==> src/rtl/pet_pkg.sv <==
// Shared definitions for the pet needs engine.
// Holds the wellbeing state encoding and a clamping add helper.
package pet_pkg;

    typedef logic [1:0] pet_state_t;

    localparam pet_state_t PET_OK       = 2'd0;
    localparam pet_state_t PET_NEEDY    = 2'd1;
    localparam pet_state_t PET_CRITICAL = 2'd2;
    localparam pet_state_t PET_DEAD     = 2'd3;

    // Add a signed delta to a level and clamp the result to [0, hi].
    function automatic int pet_sat(input int v, input int delta, input int hi);
        int r;
        r = v + delta;
        if (r < 0) begin
            r = 0;
        end else if (r > hi) begin
            r = hi;
        end
        return r;
    endfunction

endpackage

==> src/rtl/pet_tick_gen.sv <==
// Tick divider with a selectable fast rate for bring-up and demos.
// Ports: clk_i, rst_i (async, active-high), test_i selects TEST_DIV,
//        tick_o is a registered one-cycle pulse every limit cycles.
module pet_tick_gen #(
    parameter int NORM_DIV = 50_000_000,
    parameter int TEST_DIV = 50_000
) (
    input  logic clk_i,
    input  logic rst_i,
    input  logic test_i,
    output logic tick_o
);

    localparam int MAXD = (NORM_DIV > TEST_DIV) ? NORM_DIV : TEST_DIV;
    localparam int CW   = $clog2(MAXD + 1);

    logic [CW-1:0] cnt_q;
    logic [CW-1:0] cnt_d;
    logic [CW-1:0] lim_m1;
    logic          tick_q;
    logic          tick_d;

    // The >= compare means a switch to the short period while the count
    // is already beyond it wraps on the next cycle instead of overflowing.
    always_comb begin
        lim_m1 = test_i ? CW'(TEST_DIV - 1) : CW'(NORM_DIV - 1);
        tick_d = (cnt_q >= lim_m1);
        cnt_d  = tick_d ? '0 : cnt_q + CW'(1);
    end

    always_ff @(posedge clk_i or posedge rst_i) begin
        if (rst_i) begin
            cnt_q  <= '0;
            tick_q <= 1'b0;
        end else begin
            cnt_q  <= cnt_d;
            tick_q <= tick_d;
        end
    end

    assign tick_o = tick_q;

endmodule

==> src/rtl/pet_stats_fsm.sv <==
// N-channel needs engine: saturating levels that decay on ticks and are
// refilled by button presses, a wellbeing FSM and a rotating display pick.
// Ports: clk, reset (async, active-high), btn[NUM_STATS] press inputs,
//        btn_test fast tick select, stat_level packed levels, low_flags,
//        pet_state (OK/NEEDY/CRITICAL/DEAD), tick pulse, disp_idx and
//        disp_level for the seven-segment driver.
module pet_stats_fsm
    import pet_pkg::*;
#(
    parameter int NUM_STATS   = 4,
    parameter int STAT_W      = 3,
    parameter int MAX_LEVEL   = 5,
    parameter int LOW_THR     = 2,
    parameter int BTN_STEP    = 2,
    parameter int TICK_DIV    = 50_000_000,
    parameter int TEST_DIV    = 50_000,
    parameter int DECAY_TICKS = 10,
    parameter int DEAD_TICKS  = 20
) (
    input  logic                          clk,
    input  logic                          reset,
    input  logic [NUM_STATS-1:0]          btn,
    input  logic                          btn_test,
    output logic [NUM_STATS*STAT_W-1:0]   stat_level,
    output logic [NUM_STATS-1:0]          low_flags,
    output logic [1:0]                    pet_state,
    output logic                          tick,
    output logic [2:0]                    disp_idx,
    output logic [STAT_W-1:0]             disp_level
);

    localparam int DW  = $clog2(DECAY_TICKS + 1);
    localparam int CRW = $clog2(DEAD_TICKS + 1);

    logic                 tick_w;
    logic [NUM_STATS-1:0] btn_q;
    logic [NUM_STATS-1:0] btn_prev_q;
    logic [NUM_STATS-1:0] rise;
    logic [DW-1:0]        dcnt_q;
    logic [DW-1:0]        dcnt_d;
    logic                 decay;
    logic                 alive;
    logic [NUM_STATS-1:0] zero;
    logic [NUM_STATS-1:0] low_d;
    logic [NUM_STATS-1:0] low_q;
    pet_state_t           state_q;
    pet_state_t           state_d;
    logic [CRW-1:0]       crit_q;
    logic [CRW-1:0]       crit_d;
    logic [2:0]           idx_q;
    logic [2:0]           idx_d;
    logic [STAT_W-1:0]    disp_q;
    logic [STAT_W-1:0]    disp_d;

    pet_tick_gen #(
        .NORM_DIV (TICK_DIV),
        .TEST_DIV (TEST_DIV)
    ) u_tick (
        .clk_i  (clk),
        .rst_i  (reset),
        .test_i (btn_test),
        .tick_o (tick_w)
    );

    // Buttons pass through one sampling stage before edge detection, so a
    // press sampled at one edge lands in the level at the following edge.
    assign rise  = btn_q & ~btn_prev_q;
    assign alive = (state_q != PET_DEAD);

    // Decay fires at the edge closing every DECAY_TICKS-th tick cycle.
    always_comb begin
        decay  = tick_w && (dcnt_q == DW'(DECAY_TICKS - 1));
        dcnt_d = dcnt_q;
        if (decay) begin
            dcnt_d = '0;
        end else if (tick_w) begin
            dcnt_d = dcnt_q + DW'(1);
        end
    end

    for (genvar g = 0; g < NUM_STATS; g++) begin : g_ch
        logic [STAT_W-1:0] lvl_q;
        logic [STAT_W-1:0] lvl_d;

        // Decay is applied before the press so a coincident pair yields
        // min(MAX, max(0, old-1) + STEP).
        always_comb begin
            int v;
            v = int'(lvl_q);
            if (decay) begin
                v = pet_sat(v, -1, MAX_LEVEL);
            end
            if (rise[g] && alive) begin
                v = pet_sat(v, BTN_STEP, MAX_LEVEL);
            end
            lvl_d = STAT_W'(v);
        end

        always_ff @(posedge clk or posedge reset) begin
            if (reset) begin
                lvl_q <= STAT_W'(MAX_LEVEL);
            end else begin
                lvl_q <= lvl_d;
            end
        end

        assign zero[g]  = (lvl_q == '0);
        assign low_d[g] = (lvl_q <= STAT_W'(LOW_THR));
        assign stat_level[g*STAT_W +: STAT_W] = lvl_q;
    end

    // Wellbeing next state, judged from the registered levels.
    always_comb begin
        state_d = state_q;
        crit_d  = crit_q;
        if (state_q == PET_DEAD) begin
            state_d = PET_DEAD;
        end else if (|zero) begin
            state_d = PET_CRITICAL;
            if (state_q == PET_CRITICAL && tick_w) begin
                crit_d = crit_q + CRW'(1);
                if (crit_d == CRW'(DEAD_TICKS)) begin
                    state_d = PET_DEAD;
                end
            end
        end else if (|low_d) begin
            state_d = PET_NEEDY;
        end else begin
            state_d = PET_OK;
        end
        // The countdown only survives while the pet stays critical.
        if (state_d != PET_CRITICAL) begin
            crit_d = '0;
        end
    end

    // Display rotation and selection of the shown channel.
    always_comb begin
        idx_d = idx_q;
        if (tick_w) begin
            if (idx_q == 3'(NUM_STATS - 1)) begin
                idx_d = '0;
            end else begin
                idx_d = idx_q + 3'd1;
            end
        end
        disp_d = stat_level[STAT_W-1:0];
        for (int i = 0; i < NUM_STATS; i++) begin
            if (idx_q == 3'(i)) begin
                disp_d = stat_level[i*STAT_W +: STAT_W];
            end
        end
    end

    always_ff @(posedge clk or posedge reset) begin
        if (reset) begin
            btn_q      <= '0;
            btn_prev_q <= '0;
            dcnt_q     <= '0;
            low_q      <= '0;
            state_q    <= PET_OK;
            crit_q     <= '0;
            idx_q      <= '0;
            disp_q     <= STAT_W'(MAX_LEVEL);
        end else begin
            btn_q      <= btn;
            btn_prev_q <= btn_q;
            dcnt_q     <= dcnt_d;
            low_q      <= low_d;
            state_q    <= state_d;
            crit_q     <= crit_d;
            idx_q      <= idx_d;
            disp_q     <= disp_d;
        end
    end

    always_comb begin
        pet_state  = state_q;
        low_flags  = low_q;
        tick       = tick_w;
        disp_idx   = idx_q;
        disp_level = disp_q;
    end

endmodule

==> config.mk <==
export PLATFORM = sky130hd
export DESIGN_NAME = pet_stats_fsm
export DESIGN_NICKNAME = d
export VERILOG_FILES = /design/src/rtl/pet_pkg.sv /design/src/rtl/pet_tick_gen.sv /design/src/rtl/pet_stats_fsm.sv
export SDC_FILE = /design/constraint.sdc
export NUM_CORES = 1
export LEC_CHECK = 0
export CORE_MARGIN = 8
export CORE_UTILIZATION = 65
export DETAILED_ROUTE_END_ITERATION = 16
export DONT_BUFFER_PORTS = 1
export HOLD_SLACK_MARGIN = 0.08
export PLACE_DENSITY = 0.81
export SLEW_MARGIN = 20
export SYNTH_ARGS = -nofsm -noshare
export SYNTH_HDL_FRONTEND = slang
export SYNTH_SLANG_ARGS = --single-unit
==> constraint.sdc <==
create_clock -name clk -period 5.1 [get_ports clk]
set_clock_uncertainty 0.2 [all_clocks]
set_input_delay 1.02 -clock clk [delete_from_list [all_inputs] [get_ports clk]]
set_output_delay 1.02 -clock clk [all_outputs]
set_load 0.01 [all_outputs]
==> results of run 1 <==
-- routing by layer --
layer,vias to the layer above,wire length (um)
met5,-,0
met1,1449,3330
li1,1445,-
met3,18,396
met2,66,3880
met4,0,196
-- cells by family after synthesis --
kind of cell | count (synthesis) | synth area share [%]
AND/OR/NAND/NOR | 134 | 19.1
XOR/XNOR | 30 | 6.37
adder cells (fa/ha/maj) | 44 | 13.3
buffers and inverters | 41 | 4.16
AO/OA/AOI/OAI | 83 | 13.7
flip-flops | 68 | 41.6
multiplexers | 7 | 1.82
-- per-stage QoR --
stage	setup slack (ns)	utilization (%)	instance area (sq um)	instances
final	2.16	70.1	4380	495
after global routing	1.86	70.1	4380	495
after CTS	2.20	70.1	4380	495
after detailed placement	1.93	67.2	4190	479
after global placement	2.00	67.2	4190	479
after floorplan	2.19	-	4120	407
-- critical path, stage by stage (launching register included) --
cell and delay, ns:
sky130_fd_sc_hd__dfrtp_1 0.67, sky130_fd_sc_hd__nand4b_1 0.64, sky130_fd_sc_hd__a22oi_1 0.45, sky130_fd_sc_hd__inv_1 0.13
sky130_fd_sc_hd__ha_1 0.29, sky130_fd_sc_hd__inv_1 0.05, sky130_fd_sc_hd__nor3_1 0.25, sky130_fd_sc_hd__mux2_2 0.20
-- how the worst min path moves through the flow --
| stage | from | to | slack, ns | cells after the start |
|---|---|---|---|---|
| global route | btn_q[0]$_DFF_PP0_ | btn_prev_q[0]$_DFF_PP0_ | 0.20 | 0 |
| floorplan | btn_q[0]$_DFF_PP0_ | btn_prev_q[0]$_DFF_PP0_ | 0.15 | 0 |
| detailed placement | btn_q[0]$_DFF_PP0_ | btn_prev_q[0]$_DFF_PP0_ | 0.16 | 0 |
| CTS | btn_q[0]$_DFF_PP0_ | btn_prev_q[0]$_DFF_PP0_ | 0.18 | 0 |
| finish | btn_q[0]$_DFF_PP0_ | btn_prev_q[0]$_DFF_PP0_ | 0.18 | 0 |
| global placement | btn_q[0]$_DFF_PP0_ | btn_prev_q[0]$_DFF_PP0_ | 0.16 | 0 |
-- cells in the final DEF (no fill, tap or decap), drive strengths merged, types with 5 or more instances in the layout --
cell	instances
o31ai	7
inv	34
a22oi	6
nand3b	6
nand3	17
xor2	21
xnor2	9
a211oi	5
ha	44
dfrtp	58
o21ai	21
nand2	17
a21oi	20
clkbuf	11
dfstp	10
nor2	49
nor3	11
nand4	8
-- sequential cells by signal (all words and copies together), names as in the netlist --
name and flops:
btn_prev_q 4, pet_state 2, crit_q 5, disp_level 3
dcnt_q 4, low_flags 4, u_tick.tick_o 1, disp_idx 3
u_tick.cnt_q 26, g_ch.lvl_q 12, btn_q 4
-- power by group --
part	switching, mW	internal [mW]
clock	0.203	0.224
combinational	0.370	0.275
sequential	0.181	0.681
total	0.753	1.18
-- layout make-up --
cell class,instances,area (sq um)
repair buffers,2,15.0
flip-flops and latches,68,1710
multi-input cells,298,2240
clock buffers,11,131
inverters,34,128
fillers,463,1870
well taps,77,96.3
clock inverters,5,52.6
==> key figures, run 1 <==
Job
  • # Max-Cap Violations: 0

Floorplan
  • Number of placement rows: 29
  • Area of the core region: ~6200 sq um
  • Starting Density: 66.1%
  • Die boundary width: 95.7 um
  • DIE HEIGHT: approximately 96 um
  • Total Die Area: 9150 sq um
  • IO Pins: 32

Global route
  • Number of antenna violations at the first check in global routing: 0
  • Met1 Use GR: 22.1%
  • Global Route met2 Usage: 30.7%
  • Global Route Usage Sum: 18.6%
  • Remaining global-route overflow: 0
  • Global-route wire length before repair: 13.5 mm
  • Global-route track usage on met3: between 5 and 6%
  • Global route hottest layer: met2
  • Via count of the first global-routing pass: 2,989
  • Pin count of the biggest net entering global routing: 54

Route
  • Pre-antenna DRT Iters: 4
  • Number of violations reported at the end of detailed-routing iteration 0: 94
  • Final Routed Wirelength: between 7 and 8 mm
  • Number of nets with antenna violations after detailed routing: 0
  • DR WL/cell: 15.8 um
  • Via Count: 2,978
  • Number of vias per cell after detailed routing: 6.02
  • Remaining design rule violation count: 0

Status
  • Result of the run: complete, no violations

Yosys
  • Fraction of post-synthesis cell area in the top cell type by area: 35.2%
  • Most repeated cell in the gate-level netlist after synthesis: sky130_fd_sc_hd__dfrtp_1
  • Post-synthesis cell area: 4120 sq um
  • Cells after synthesis: ~400
  • Number of warning messages in the yosys log: 0
  • Largest area contributor in the synthesized netlist: sky130_fd_sc_hd__dfrtp_1
  • Commonest register cell after synthesis: sky130_fd_sc_hd__dfrtp_1
  • Number of nets produced by synthesis: 458
  • Post-synth ARST share: 100%
  • Count of unique library cells instantiated by Yosys: 55
  • EDFF count, synth: 0
  • Synthesized flop and latch total: 68
  • Synth cell count leaders: sky130_fd_sc_hd__dfrtp_1 (58), sky130_fd_sc_hd__ha_1 (44), sky130_fd_sc_hd__inv_1 (34)
  • Area contributors post-synth: sky130_fd_sc_hd__dfrtp_1 (35%), sky130_fd_sc_hd__ha_1 (13%), sky130_fd_sc_hd__dfstp_2 (6.4%), sky130_fd_sc_hd__xor2_1 (4.5%), sky130_fd_sc_hd__inv_1 (3.1%)
  • Avg Cell Area, Syn: 10.1 sq um
  • Sequential-to-total area share from yosys stat: slightly above 40%

Worst setup path
  • End of the worst register-to-register path: g_ch[0].lvl_q[1]$_DFF_PP0_
  • Crit path DAT: just over 3 ns
  • Endpoint of the most critical setup path: g_ch[0].lvl_q[1]$_DFF_PP0_
  • Reg2Reg Depth: 7
  • Slack of the worst reg-to-reg path: 2.16 ns
  • CP Class: reg -> reg
  • Type of origin of the critical path: register
  • Reg-to-reg startpoint: u_tick.tick_o$_DFF_PP0_
  • Max FO, Critical Path: 16
  • Required time reported for the critical path endpoint: ~5.2 ns
  • Worst Setup End Kind: register
  • Critical Path Start: u_tick.tick_o$_DFF_PP0_

Power and ir drop
  • Maximum vdd drop: 0.000313 V
  • Leakage power of the design: 2.11 nW
  • P per Cell Area: ~440 nW/um^2
  • Power after layout: 1.93 mW

Timing
  • Final Hold Slack: 0.179 ns
  • Fin. max-slew vios: 0
  • Slew at the pin closest to its max-slew limit: 0.841 ns
  • Setup Viol. Count Final: 0
  • Final TNS setup: 0 ns
  • Setup repair after global routing missed its margin: no
  • Crit share post-route: 57.7%
  • Max transition margin: 43.8%
  • Maximum clock rate: between 300 and 400 MHz
  • Minimum period implied by the final worst setup slack: between 2 and 3 ns
  • Hold Fails Final Rpt: 0

CTS
  • CTS max path bufs: 2
  • Number of buffers inserted during clock tree synthesis: 9
  • Clock tree root buffer cell: sky130_fd_sc_hd__clkbuf_8
  • Resized Gates After CTS: 0
  • Worst-skew pair later-pin latency: 0.34 ns
  • Hold-fix buffers, CTS: 0
  • Clock slew seen by the registers of the worst setup and hold paths: 0.07 ns
  • H-tree depth: 3
  • Setup Fix Bufs, Post-CTS: 0
  • Clock tree from TritonCTS: yes
  • Clock sink total: 68

Final layout
  • Layout overhead on the synthesized area: 6.10%
  • Number of nets in the layout: 464
  • Diodes inserted: 0
  • Share of post-route cells with drive strength above 1: 14.6%

Worst hold path
  • Worst hold path type: reg -> reg

Placement
  • Port Buf Inserts: 0
  • Half-perimeter wire length after detailed placement: 5.76 mm
  • Last weighted congestion value of the routability-driven placer: 0.823
(Power assumes the default switching activity.)
==> run 2: changes to the inputs <==
--- a/config.mk
+++ b/config.mk
@@ -6,11 +6,11 @@
 export NUM_CORES = 1
 export LEC_CHECK = 0
 export CORE_MARGIN = 8
-export CORE_UTILIZATION = 65
+export CORE_UTILIZATION = 58
 export DETAILED_ROUTE_END_ITERATION = 16
 export DONT_BUFFER_PORTS = 1
 export HOLD_SLACK_MARGIN = 0.08
-export PLACE_DENSITY = 0.81
+export PLACE_DENSITY = 0.76
 export SLEW_MARGIN = 20
 export SYNTH_ARGS = -nofsm -noshare
 export SYNTH_HDL_FRONTEND = slang
==> constraint.sdc (replaced) <==
create_clock -name clk -period 2.5 [get_ports clk]
set_clock_uncertainty 0.2 [all_clocks]
set_input_delay 0.5 -clock clk [delete_from_list [all_inputs] [get_ports clk]]
set_output_delay 0.5 -clock clk [all_outputs]
set_load 0.01 [all_outputs]
==> run 2 against run 1 <==
Against the previous run:
- first-iteration DRC count is 23% lower
- sequential share of layout area decreased by 3.4 points
- non-clock buffer count up 30
- hold slack improved by 0.0078 ns
- critical path type unchanged
- largest cell class unchanged
- largest power group is now combinational logic
==> key figures, run 2 (synthesis results as in run 1) <==
Global route
  • Number of antenna violations at the first check in global routing: 0
  • Via count of the first global-routing pass: a little over 3,000
  • Global Route Usage Sum: 17.0%
  • Pin count of the biggest net entering global routing: 47
  • Remaining global-route overflow: 0
  • Global-route wire length before repair: 13.9 mm

Floorplan
  • IO Pins: 32
  • Number of placement rows: 30
  • Total Die Area: roughly 10,000 sq um
  • Area of the core region: 6830 sq um
  • Die boundary width: around 100 um
  • DIE HEIGHT: 100 um
  • Starting Density: 60.4%

Final layout
  • Most common library cell in the layout ignoring fill and taps: sky130_fd_sc_hd__dfrtp_1
  • Number of nets in the layout: approximately 490
  • Share of post-route cells with drive strength above 1: roughly 25%
  • Top reg by flops: u_tick.cnt_q
  • Diodes inserted: 0
  • Final core area utilization: 70.1%
  • Top library cells by usage in the layout, fill and taps aside: sky130_fd_sc_hd__dfrtp_1 (58), sky130_fd_sc_hd__ha_1 (35), sky130_fd_sc_hd__nor2_1 (29), sky130_fd_sc_hd__inv_1 (29), sky130_fd_sc_hd__buf_4 (25)
  • Registers with the highest flip-flop counts: u_tick.cnt_q: 26 flops, g_ch.lvl_q: 12 flops, crit_q: 5 flops
  • Layout overhead on the synthesized area: 16.2%
  • Final Instance Count excl. Fillers: 544
  • Max reg flops: 26

Worst setup path
  • Cell-by-cell listing of the critical path: inv_1 -> ha_2 -> ha_4 -> o31ai_1 -> a22oi_1 -> inv_1 -> ha_1 -> inv_2 -> nor3_2 -> mux2_2
  • CP max-delay cell: sky130_fd_sc_hd__dfstp_2
  • Cell occurring most often along the worst timing path: sky130_fd_sc_hd__inv_1
  • Critical Path Start: g_ch[0].lvl_q[0]$_DFF_PP1_
  • Max FO, Critical Path: 3
  • Crit path DAT: 2.44 ns
  • Reg-to-reg startpoint: g_ch[0].lvl_q[0]$_DFF_PP1_
  • CP max stage delay: 0.53 ns
  • CP Class: reg -> reg
  • Required time reported for the critical path endpoint: 2.52 ns
  • Type of origin of the critical path: register
  • Worst Setup End Kind: register

CTS
  • Clock sink total: 68
  • CTS max path bufs: 2
  • Clock tree from TritonCTS: yes
  • Clock tree root buffer cell: sky130_fd_sc_hd__clkbuf_8
  • Number of buffers inserted during clock tree synthesis: 9
  • Clock slew seen by the registers of the worst setup and hold paths: 0.08 ns
  • Worst-skew pair later-pin latency: ~0.34 ns
  • H-tree depth: 3

Power and ir drop
  • Maximum vdd drop: 0.000451 V
  • Leakage power of the design: 2.24 nW
  • P per Cell Area: 903 nW/um^2
  • Power after layout: 4.32 mW

Timing
  • Setup repair after global routing missed its margin: yes
  • Hold Fails Final Rpt: 0
  • Fin. max-slew vios: 0
  • Max transition margin: 59.9%
  • Setup Viol. Count Final: 0
  • Slew at the pin closest to its max-slew limit: 0.595 ns
  • Final Hold Slack: about 0.19 ns
  • Maximum clock rate: 413 MHz
  • Crit share post-route: between 90 and 100%
  • Minimum period implied by the final worst setup slack: 2.42 ns

Route
  • Via Count: 3,075
  • Remaining design rule violation count: 0
  • Number of violations reported at the end of detailed-routing iteration 0: 72
  • Number of vias per cell after detailed routing: 5.65
  • Number of nets with antenna violations after detailed routing: 0
  • DR WL/cell: about 15 um
  • Final Routed Wirelength: 8.20 mm
  • Pre-antenna DRT Iters: 4

Worst hold path
  • Worst hold path type: reg -> reg
  • Min-delay src: btn_q[1]$_DFF_PP0_

Placement
  • Half-perimeter wire length after detailed placement: roughly 6 mm
  • Last weighted congestion value of the routability-driven placer: 0.832
  • Port Buf Inserts: 0
  • Cell Count Post-Placement: between 500 and 600

Job
  • # Max-Cap Violations: 0

Status
  • Result of the run: complete, no violations
run 2: cell types whose count changed in the layout (fill, tap and decap cells not counted), sizes merged:
cell,change
buf,+25
dlygate4sd3,+5
clkinv,+1
clkbuf,-1
run 2: cell type report:
class | count | area, sq um
Multi-Input combinational cell | 298 | 2360
Fill cell | 497 | 2040
Sequential cell | 68 | 1710
Timing Repair Buffer | 32 | 269
Inverter | 34 | 130
Clock buffer | 10 | 128
Tap cell | 96 | 120
Clock inverter | 6 | 65.1
run 2: power breakdown:
group	switching [mW]	internal (mW)
Combinational	1.02	0.802
Sequential	0.240	1.38
Clock	0.421	0.461
Total	1.68	2.65
run 2: final timing paths:
check / cells past startpoint / slack (ns) / endpoint
max: 10 / 0.08 / g_ch[0].lvl_q[1]$_DFF_PP0_
min: 0 / 0.19 / btn_prev_q[1]$_DFF_PP0_
max reg2reg: 10 / 0.08 / g_ch[0].lvl_q[1]$_DFF_PP0_
min reg2reg: 0 / 0.19 / btn_prev_q[1]$_DFF_PP0_
max in group asynchronous: 3 / 1.01 / g_ch[3].lvl_q[0]$_DFF_PP1_
min in group asynchronous: 2 / 0.44 / g_ch[1].lvl_q[1]$_DFF_PP0_
run 2: critical path, delay by kind of cell, from the launching register on:
kind                       cells  cell delay (ns)
AOI/OAI and AO/OA              2             0.27
adders and majority gates      3             0.76
buffers and inverters          3             0.24
DFF                            1             0.53
muxes                          1             0.26
and+or+nand+nor                1             0.05
run 2: metal layers:
layer	global-route usage [%]	wire, um	up-vias
met4	9.07	175	0
met2	28.3	4050	60
met1	19.9	3630	1491
met3	3.74	350	17
met5	0	0	-
li1	-	-	1507
run 2: timing repair:
item	4_1_cts	5_1_grt
endpoints found under the hold margin	19	0
buffers inserted	1	3
gates resized for setup	1	22
endpoints found under the setup margin	2	9
pin swaps	1	7
hold buffers	5	0
run 2: through the flow:
stage          setup TNS, ns  area (sq um)  setup WS (ns)
2_1_floorplan              0          4150        0.00796
3_3_place_gp               0          4410         0.0703
3_5_place_dp        -0.00292          4410       -0.00292
4_1_cts                    0          4670         0.0195
5_1_grt              -0.0727          4790        -0.0367
6_report                   0          4790         0.0806
==> run 3: changes to the inputs <==
--- a/config.mk
+++ b/config.mk
@@ -6,11 +6,12 @@
 export NUM_CORES = 1
 export LEC_CHECK = 0
 export CORE_MARGIN = 8
-export CORE_UTILIZATION = 58
+export CORE_UTILIZATION = 35
 export DETAILED_ROUTE_END_ITERATION = 16
 export DONT_BUFFER_PORTS = 1
+export GPL_ROUTABILITY_DRIVEN = 0
 export HOLD_SLACK_MARGIN = 0.08
-export PLACE_DENSITY = 0.76
+export PLACE_DENSITY = 0.49
 export SLEW_MARGIN = 20
 export SYNTH_ARGS = -nofsm -noshare
 export SYNTH_HDL_FRONTEND = slang
==> constraint.sdc (replaced) <==
create_clock -name clk -period 2.86 [get_ports clk]
set_clock_uncertainty 0.2 [all_clocks]
set_input_delay 0.572 -clock clk [delete_from_list [all_inputs] [get_ports clk]]
set_output_delay 0.572 -clock clk [all_outputs]
set_load 0.01 [all_outputs]
==> run 3 against run 2 <==
Against the previous run:
- worst setup slack gained 0.11 ns
- sequential power shrank 8%
- clock power is 38% higher
- design area down 1.0%
- register-to-register slack gained 0.11 ns
- non-clock buffer count is 17 lower
- critical path depth is the same
- wire length grew 3.4%
- total power is 8.0% lower
- die area up 54%
- fmax shrank 9.3%
- hold slack lost 0.014 ns
==> key figures, run 3 (synthesis results as in run 1) <==
Worst setup path
  • Max FO, Critical Path: 6
  • Required time reported for the critical path endpoint: ~2.9 ns
  • CP Class: reg -> reg
  • Type of origin of the critical path: register
  • Crit path DAT: 2.70 ns
  • Reg2Reg Depth: 10
  • Reg-to-reg startpoint: g_ch[2].lvl_q[0]$_DFF_PP1_
  • Worst Setup End Kind: register
  • End of the worst register-to-register path: g_ch[2].lvl_q[1]$_DFF_PP0_
  • Slack of the worst reg-to-reg path: slightly below 0.2 ns

Timing
  • Max transition margin: 55.7%
  • Minimum period implied by the final worst setup slack: 2.67 ns
  • Maximum clock rate: 375 MHz
  • Crit share post-route: between 90% and 100%
  • Setup Viol. Count Final: 0
  • Final TNS setup: 0 ns
  • Fin. max-slew vios: 0
  • Hold Fails Final Rpt: 0
  • Slew at the pin closest to its max-slew limit: 0.657 ns
  • Setup repair after global routing missed its margin: no

Global route
  • Global Route Usage Sum: between 10% and 20%
  • Pin count of the biggest net entering global routing: 69
  • Global-route wire length before repair: 14.6 mm
  • Remaining global-route overflow: 0
  • Via count of the first global-routing pass: 2,914
  • Number of antenna violations at the first check in global routing: 0

Final layout
  • Top library cells by usage in the layout, fill and taps aside: sky130_fd_sc_hd__dfrtp_1 (58), sky130_fd_sc_hd__ha_1 (44), sky130_fd_sc_hd__inv_1 (32), sky130_fd_sc_hd__nor2_1 (29), sky130_fd_sc_hd__xor2_1 (21)
  • Max reg flops: 26
  • Most common library cell in the layout ignoring fill and taps: sky130_fd_sc_hd__dfrtp_1
  • Register cell area after layout: roughly 1700 sq um
  • Filler Cell Count: 1,109
  • Layout overhead on the synthesized area: 15.0%
  • Final Instance Count excl. Fillers: 574
  • Area of the multi-input gates: 2250 sq um
  • Number of nets in the layout: 477
  • Diodes inserted: 0
  • Registers with the highest flip-flop counts: u_tick.cnt_q: 26 flops, g_ch.lvl_q: 12 flops, crit_q: 5 flops
  • Top reg by flops: u_tick.cnt_q
  • Share of post-route cells with drive strength above 1: roughly 17%

Route
  • Number of violations reported at the end of detailed-routing iteration 0: around 130
  • Final Routed Wirelength: 8.48 mm
  • Number of nets with antenna violations after detailed routing: 0
  • Number of vias per cell after detailed routing: 5.09
  • Via Count: 2,923
  • Remaining design rule violation count: 0
  • DR WL/cell: ~15 um
  • Pre-antenna DRT Iters: 4

CTS
  • Worst-skew pair later-pin latency: roughly 0.35 ns
  • Clock tree from TritonCTS: yes
  • Clock tree root buffer cell: sky130_fd_sc_hd__clkbuf_16
  • Clock slew seen by the registers of the worst setup and hold paths: 0.06 ns
  • H-tree depth: 3
  • Setup Fix Bufs, Post-CTS: 0
  • CTS max path bufs: 2
  • Number of buffers inserted during clock tree synthesis: 9
  • Clock sink total: 68

Power and ir drop
  • Leakage power of the design: 2.24 nW
  • P per Cell Area: 840 nW/um^2
  • Maximum vdd drop: 0.000568 V

Floorplan
  • Total Die Area: around 16,000 sq um
  • Area of the core region: 11,500 sq um
  • Die boundary width: 125 um
  • IO Pins: 32
  • Number of placement rows: 39
  • DIE HEIGHT: 125 um
  • Starting Density: a little over a third

Worst hold path
  • Cell depth of the worst hold path: 0
  • End of the worst hold path: btn_prev_q[0]$_DFF_PP0_
  • Min-delay src: btn_q[0]$_DFF_PP0_
  • Worst hold path type: reg -> reg

Placement
  • Port Buf Inserts: 0
  • Half-perimeter wire length after detailed placement: 6.12 mm
  • Cell Count Post-Placement: 553

Status
  • Result of the run: complete, no violations

Job
  • # Max-Cap Violations: 0
==> run 3: cell count changes in the layout (fill, tap and decap cells not counted), sizes merged <==
cell / before / now
bufinv: 1 / 2
clkinv: 4 / 2
inv: 34 / 36
buf: 27 / 10
clkbuf: 10 / 9
==> run 3: power by group <==
part           total, mW  switching, mW  internal (mW)
Clock               1.22          0.449          0.769
Combinational       1.27          0.729          0.546
Sequential          1.49          0.273           1.21
Total               3.98           1.45           2.53
==> run 3: worst max-delay path, cell delays in order (launching register included) <==
cell and delay (ns):
sky130_fd_sc_hd__dfstp_2 0.61, sky130_fd_sc_hd__inv_1 0.10, sky130_fd_sc_hd__ha_1 0.23, sky130_fd_sc_hd__ha_1 0.31, sky130_fd_sc_hd__nor2_1 0.10, sky130_fd_sc_hd__nor3_1 0.05
sky130_fd_sc_hd__o21ai_1 0.27, sky130_fd_sc_hd__ha_1 0.29, sky130_fd_sc_hd__inv_1 0.08, sky130_fd_sc_hd__nor3_1 0.06, sky130_fd_sc_hd__mux2_2 0.26
==> run 3: final cells by class <==
class | count | share of cell area [%]
multi-input cells | 298 | 47.4
flip-flops and latches | 68 | 36.2
clock buffers | 9 | 4.75
well taps | 143 | 3.77
clock inverters | 7 | 2.08
repair buffers | 15 | 3.17
inverters | 34 | 2.69
==> run 3: per-stage QoR <==
step	util, %	worst slack [ns]	cell area (sq um)	hold WS, ns	power [mW]
after detailed placement	38.0	0.188	4360	0.161	2.79
after floorplan	-	0.300	4120	0.154	2.42
after CTS	41.3	0.171	4730	0.173	4.03
after global routing	41.3	0.0325	4740	0.188	4.30
after global placement	38.0	0.238	4360	0.158	2.75
final	41.3	0.193	4740	0.172	3.98
==> run 3: layer usage <==
layer	share of wire (%)	GRT usage, %	vias up
met2	47	18.1	41
met1	45	13.5	1392
met4	2.9	5.95	0
met3	4.8	4.21	18
li1	-	-	1472
met5	0	0	-
==> run 3: worst max path at each step <==
stage | start | to | slack [ns] | cells after the start
2_1_floorplan | g_ch[3].lvl_q[0]$_DFF_PP1_ | g_ch[3].lvl_q[0]$_DFF_PP1_ | 0.30 | 12
3_3_place_gp | g_ch[3].lvl_q[0]$_DFF_PP1_ | g_ch[3].lvl_q[0]$_DFF_PP1_ | 0.24 | 12
3_5_place_dp | g_ch[3].lvl_q[0]$_DFF_PP1_ | g_ch[3].lvl_q[0]$_DFF_PP1_ | 0.19 | 12
4_1_cts | g_ch[3].lvl_q[0]$_DFF_PP1_ | g_ch[3].lvl_q[0]$_DFF_PP1_ | 0.17 | 12
5_1_grt | g_ch[3].lvl_q[0]$_DFF_PP1_ | g_ch[3].lvl_q[0]$_DFF_PP1_ | 0.03 | 12
6_report | g_ch[2].lvl_q[0]$_DFF_PP1_ | g_ch[2].lvl_q[1]$_DFF_PP0_ | 0.19 | 10
==> run 3: timing repair <==
action,in CTS,in global routing
resized for setup,0,3
endpoints found under the hold margin,62,0
setup endpoints to repair,0,2
hold buffers,5,0
